File: src/rtl/osc_ker_req_ctrl.sv
// Shared-oscillator request controller: wakes the oscillator on any kernel-clock
// request, grants once ready, and holds it on for a hysteresis window before stopping.
module osc_ker_req_ctrl #(
    parameter int REQ_NUM      = 4,
    parameter int WAKE_TIMEOUT = 255,
    parameter int HOLD_CYCLES  = 16
) (
    input  logic               i_clk,
    input  logic               sys_rst,
    input  logic [REQ_NUM-1:0] ker_clk_req,
    input  logic               force_on,
    input  logic               osc_rdy,
    input  logic               err_clr,
    output logic               osc_en,
    output logic [REQ_NUM-1:0] ker_clk_gnt,
    output logic               timeout_err,
    output logic               rdy_lost_err,
    output logic [2:0]         osc_state
);

    typedef enum logic [2:0] {
        IDLE = 3'd0,
        WAKE = 3'd1,
        RUN  = 3'd2,
        HOLD = 3'd3,
        STOP = 3'd4
    } state_e;

    localparam logic [7:0] WAKE_LAST = 8'(WAKE_TIMEOUT - 1);
    localparam logic [7:0] HOLD_LAST = 8'(HOLD_CYCLES - 1);

    state_e               state_q, state_d;
    logic [7:0]           cnt_q, cnt_d;
    logic                 rdy_meta_q, rdy_s_q;
    logic                 osc_en_q, osc_en_d;
    logic [REQ_NUM-1:0]   gnt_q, gnt_d;
    logic                 tmo_q, tmo_d;
    logic                 lost_q, lost_d;
    logic                 any_req;
    logic                 cnt_clr;
    logic                 tmo_set;
    logic                 lost_set;

    assign any_req = (|ker_clk_req) | force_on;

    always_comb begin
        state_d  = state_q;
        cnt_clr  = 1'b0;
        tmo_set  = 1'b0;
        lost_set = 1'b0;
        case (state_q)
            IDLE: begin
                if (any_req) begin
                    state_d = WAKE;
                    cnt_clr = 1'b1;
                end
            end
            WAKE: begin
                if (rdy_s_q) begin
                    state_d = RUN;
                end else if (!any_req) begin
                    state_d = STOP;
                end else if (cnt_q >= WAKE_LAST) begin
                    state_d = STOP;
                    tmo_set = 1'b1;
                end
            end
            RUN: begin
                if (!rdy_s_q) begin
                    state_d  = WAKE;
                    cnt_clr  = 1'b1;
                    lost_set = 1'b1;
                end else if (!any_req) begin
                    state_d = HOLD;
                    cnt_clr = 1'b1;
                end
            end
            HOLD: begin
                if (any_req && rdy_s_q) begin
                    state_d = RUN;
                end else if (any_req) begin
                    state_d = WAKE;
                    cnt_clr = 1'b1;
                end else if (cnt_q >= HOLD_LAST) begin
                    state_d = STOP;
                end
            end
            STOP: begin
                // Late requests wait for the oscillator to report not-ready first.
                if (!rdy_s_q) begin
                    state_d = IDLE;
                end
            end
            default: state_d = IDLE;
        endcase
    end

    always_comb begin
        cnt_d = cnt_q;
        if (cnt_clr) begin
            cnt_d = 8'd0;
        end else if ((state_q == WAKE || state_q == HOLD) && cnt_q != 8'hFF) begin
            cnt_d = cnt_q + 8'd1;
        end
    end

    assign osc_en_d = (state_d == WAKE) || (state_d == RUN) || (state_d == HOLD);
    assign gnt_d    = (state_q == RUN && rdy_s_q) ? ker_clk_req : '0;
    assign tmo_d    = tmo_set | (tmo_q & ~err_clr);
    assign lost_d   = lost_set | (lost_q & ~err_clr);

    always_ff @(posedge i_clk or posedge sys_rst) begin
        if (sys_rst) begin
            rdy_meta_q <= 1'b0;
            rdy_s_q    <= 1'b0;
            state_q    <= IDLE;
            cnt_q      <= 8'd0;
            osc_en_q   <= 1'b0;
            gnt_q      <= '0;
            tmo_q      <= 1'b0;
            lost_q     <= 1'b0;
        end else begin
            rdy_meta_q <= osc_rdy;
            rdy_s_q    <= rdy_meta_q;
            state_q    <= state_d;
            cnt_q      <= cnt_d;
            osc_en_q   <= osc_en_d;
            gnt_q      <= gnt_d;
            tmo_q      <= tmo_d;
            lost_q     <= lost_d;
        end
    end

    assign osc_en       = osc_en_q;
    assign ker_clk_gnt  = gnt_q;
    assign timeout_err  = tmo_q;
    assign rdy_lost_err = lost_q;
    assign osc_state    = state_q;

endmodule

File: config.mk
export PLATFORM = sky130hd
export DESIGN_NAME = osc_ker_req_ctrl
export DESIGN_NICKNAME = d
export VERILOG_FILES = /design/src/rtl/osc_ker_req_ctrl.sv
export SDC_FILE = /design/constraint.sdc
export NUM_CORES = 1
export LEC_CHECK = 0
export ABC_CLOCK_PERIOD_IN_PS = 4750
export CORE_MARGIN = 2
export CORE_UTILIZATION = 54
export CTS_CLUSTER_SIZE = 25
export DETAILED_ROUTE_END_ITERATION = 8
export HOLD_SLACK_MARGIN = 0.06
export PLACE_DENSITY = 0.84
export SYNTH_ARGS = -nofsm -noshare
export SYNTH_HDL_FRONTEND = slang
export SYNTH_SLANG_ARGS = --single-unit
File: constraint.sdc
create_clock -name i_clk -period 4.75 [get_ports i_clk]
set_input_delay 1.425 -clock i_clk [delete_from_list [all_inputs] [get_ports i_clk]]
set_output_delay 1.425 -clock i_clk [all_outputs]
set_load 0.005 [all_outputs]
* Yosys cells after proc, flatten, opt, wreduce, memory -nomap -nowiden
Index checks and enable logic that the tools add are counted.
** Storage, ports and cells
- Flip-flop bits (word level) :: 20
** Cells by class
- Add/subtract/negate cells :: 1
- Order comparisons :: 2
- Eq/ne operators :: 8
- Multiplexer cells :: 25
- Bitwise logic cells :: 6
- Reduce and logical (&&, ||, !) cells :: 9
** Operators by type and width (count)
- 3-bit two-way mux :: 10
- 8-bit two-way mux :: 2
- 3-bit case mux with 5 select lines :: 1
- 3-bit by 2-bit equality test with 1-bit output, second input constant :: 4
- 1-bit two-way mux :: 10
- 8-bit by 1-bit adder with 8-bit output, second input constant :: 1
- 8-bit by 4-bit greater-or-equal comparator with 1-bit output, second input constant :: 1
- 8-bit greater-or-equal comparator, second input constant :: 1
- 8-bit inequality test, second input constant :: 1
- 3-bit by 1-bit equality test with 1-bit output, second input constant :: 2
- 4-bit two-way mux :: 1
- 4-bit OR reduction :: 1
- 3-bit equality test, second input constant :: 1
- 1-bit logical AND :: 3
- 3-bit zero test :: 1
- 1-bit logical OR :: 3
- 1-bit bitwise OR :: 3
- 1-bit case mux with 3 select lines :: 1
- 1-bit bitwise AND :: 2
- 2-bit nonzero test :: 1
- 1-bit inverter :: 1

* Longest topological paths before layout
- Depth after elaboration :: 8
- Mapped depth :: 6

* Worst setup path before layout
No wires, ideal clock.
- Kind :: input to register
- From :: input ker_clk_req[0]
- To :: register osc_en_q (netlist: osc_en)
- Arrival time :: 2.255 ns
- Required time :: 4.618 ns
- Slack :: 2.363 ns
- Cell stages on the path :: 4
- Cells stage by stage :: nor3_4 > and2_4 > mux2i_4 > or3b_1
** Between the ends
- Word-level cells in the longest chain between the ends :: 8
- Elaborated cells between the ends (all ways) :: 16
- Classes of those cells :: eq/ne: 3; mux: 8; bitwise: 1; reduce/logical: 4
** Ends and longest elaborated chain
- from (decl) :: RTL line 10 : input logic [REQ_NUM-1:0] ker_clk_req,
- 4-bit OR reduction * :: RTL line 44 : assign any_req = (|ker_clk_req) | force_on;
- 1-bit bitwise OR * :: RTL line 44
- 3-bit two-way mux (tied with other cells) :: RTL line 81 : end else if (any_req) begin
- 3-bit two-way mux, on equally long branches :: RTL line 79, 59, 69
- 3-bit case mux with 5 select lines * :: RTL line 51 : case (state_q)
- 3-bit by 1-bit equality test with 1-bit output / 3-bit by 2-bit equality test with 1-bit output (equally long branches) :: RTL line 107 : assign osc_en_d = (state_d == WAKE) || (state_d == RUN) || (state_d == HOLD);
- 1-bit logical OR :: RTL line 107
- 1-bit logical OR * :: RTL line 107
- named net osc_en_d :: RTL line 35 : logic osc_en_q, osc_en_d;
- to (signal assigned) :: RTL line 127 : osc_en_q <= osc_en_d;
- to (decl) :: RTL line 35
Mark *: on every way through the listed nets, which the timed path passes. The rest lies on a longest branch.
A chain may end at the register's enable or synchronous reset.

* Worst setup path in the final report
- From :: register state_q[2] (netlist: osc_state[2])
- To :: output osc_state[2]
** RTL lines
- from (decl) :: RTL line 32 : state_e state_q, state_d;
- from (signal assigned) :: RTL line 125 : state_q <= state_d;
- to (decl) :: RTL line 18 : output logic [2:0] osc_state
No word-level cell between the ends.

==> results_dict.tcl <==
set metrics [dict create \
    hold_violations 0 \
    ys.flop_type "dfrtp_1" \
    grt_pass1_vias 700 \
    routabilityCongestion 0.873 \
    hold_buffers 0 \
    postLayoutCoreUtil_pct 71.3 \
    path_max_fanout 9 \
    worstPathArrival_ns 1.33 \
    route.detailed.drc 0 \
    io_pins 19 \
    worstReg2RegStart "cnt_q[1]" \
    hpwlAfterDp_um 1420 \
    nets 130 \
    firstDrtPassIters 4 \
    rsz0062_at_grt "false" \
    design.die.area_sq_mm 0.00227 \
    fin_area_sq_mm 0.00126 \
    syn2layout_area_growth_pct 22.2 \
    p_seq_share_pct 46.6 \
    worstSkewPairLatency_ns 0.29 \
    synthTopCellsByArea "dfrtp_1, nor2_1, inv_1" \
    fillers 132 \
    avgViaCountPerCell 5.59 \
    powerDensity_mw_per_mm2 415 \
    post_cts_resized 0 \
    via_count 794 \
    ant_nets 0 \
    synth.avg_cell_area_sq_um 10.6 \
    initial_core_util_pct 58.4 \
    setup-tns-final_ns 0 \
    drt_iter0_drc 21 \
    core_sq_mm 0.00176 \
    htreeDepth 1 \
    intPower_mw 0.341 \
    synthDistinctLibCells 41 \
    netSwitchingFraction_pct 34.7 \
    clockBufferDepth 2 \
    switchingPower_mw 0.181 \
    synth_fp_nets 108 \
    path_cells "clkdlybuf4s50_1" \
    placed_area_sq_mm 0.00124 \
    yosysSeqAreaShare_pct 48.6 \
    clock-sinks 20 \
    final_common_cell "dfrtp_1" \
    grt_first_pass_wirelength_um 3040 \
    cts_setup_buffers 0 \
    cts_root_buf "clkbuf_4" \
    slowest_stage "clkdlybuf4s50_1" \
    ys_ff_latch 20 \
    multi_input_area_sq_um 498 \
    gr-usage-all-layers_pct 19.6 \
    syn_inst 97 \
    maxCapViolations 0 \
    period_needed_ns 2.76 \
    p_leak_nw 0.529 \
    maxSlewHeadroom_pct 52.8 \
    die_y_um 47.7 \
    cts_buffers 3 \
    fmax_mhz 363 \
    cts_tree "done" \
    end_kind "primary output" \
    setup_viol_count_final 0 \
    crit_buf_inv 1 \
    hp-class "reg -> reg" \
    ir_drop_v 0.000279 \
    drive_gt1_share_pct 11.1 \
    yosysWarnings 0 \
    final-seq-area_sq_um 500 \
    tightest_slew_ns 0.707 \
    grt_max_degree 21 \
    port_buffers 18 \
    cp.required_ns 3.32 \
    start_kind "flop" \
    diodes 0 \
    grt_overflow_total 0 \
    die-width_um 47.7 \
    slowest_delay_ns 0.55 \
    cp-startpoint "osc_state[2]" \
    fin_crit_sh_pct 58.0 \
    combPwrFrac_pct 39.0 \
    synthDominantCellAreaShare_pct 48.6 \
    layout_common_cells "dfrtp_1, clkdlybuf4s50_1, nor2_1" \
    drt-total-wl_um 1920 \
    crit_family "buffers and inverters" \
    critPathKind "reg -> out" \
    clk_pin_slew_worst_paths_ns 0.09 \
    synth_edf_count 0 \
    worst_clock_skew_ns 0.00796 \
    synthArstFlopShare_pct 100 \
    finalMaxSlewViolations 0 \
    syn-cell-area_sq_mm 0.00103 \
    hold_path_startpoint "rdy_meta_q" \
    hold_slack_ns 0.367 \
    power_frac_clock_pct 14.3 \
    row_count 15 \
    drt-wirelength-per-cell_um 13.5 \
    yosysTopAreaCell "dfrtp_1" \
    antenna_found_initial 0 \
    status "finished, final reports clean" \
]
-- per-stage QoR --
step                cells  power [mW]  worst slack [ns]
floorplan              97       0.370              2.36
global placement      139       0.442              1.82
detailed placement    139       0.448              1.80
CTS                   142       0.525              1.97
global route          142       0.559              1.88
finish                142       0.522              1.99
-- path summary, 6_finish.rpt --
path,end,slack [ns],cells past startpoint
worst max-delay path,osc_state[2],1.99,1
worst min-delay path,rdy_s_q,0.37,0
worst max register to register,cnt_q[6],2.89,5
worst min register to register,rdy_s_q,0.37,0
max in group asynchronous,osc_state[2],2.75,2
min in group asynchronous,osc_state[1],1.55,2
-- sequential cells by signal (all words and copies together), names as in the netlist --
name          cells
ker_clk_gnt       4
cnt_q             8
osc_state         3
rdy_lost_err      1
osc_en            1
rdy_meta_q        1
rdy_s_q           1
timeout_err       1
-- cells by family (layout without fill, tap and decap cells) --
family,after synthesis,in the layout,share of synthesized area (%)
XOR/XNOR,2,2,1.70
AND/OR/NAND/NOR,49,49,29.0
buffers and inverters,8,28,3.04
adder cells (fa/ha/maj),2,2,2.43
AO/OA/AOI/OAI,14,14,12.0
flip-flops,20,20,48.6
multiplexers,2,2,3.16
-- per-layer routing --
metal / up-vias / routed length, um / track usage, %
li1: 392 / - / -
met1: 367 / 885 / 26.6
met2: 29 / 882 / 28.9
met3: 6 / 115 / 4.15
met4: 0 / 33 / 11.4
met5: - / 0 / 0
-- synthesized netlist by cell type, types with 3 or more instances --
master	instances
nor3_1	4
dfrtp_1	20
and2_1	3
inv_1	7
nand2_1	6
nor2_1	13
-- power groups by stage --
| stage | sequential, mW | combinational [mW] | clock, mW |
|---|---|---|---|
| 6_report | 0.243 | 0.204 | 0.0748 |
| 5_1_grt | 0.250 | 0.224 | 0.0842 |
| 4_1_cts | 0.243 | 0.203 | 0.0786 |
| 3_5_place_dp | 0.246 | 0.202 | 0 |
| 3_3_place_gp | 0.245 | 0.197 | 0 |
| 2_1_floorplan | 0.239 | 0.131 | 0 |
-- final cells by class --
class / count / share of cell area [%]
flip-flops and latches: 20 / 39.8
multi-input cells: 69 / 39.6
repair buffers: 18 / 14.3
well taps: 25 / 2.49
inverters: 7 / 2.09
clock buffers: 3 / 1.79
(Power assumes the default switching activity.)
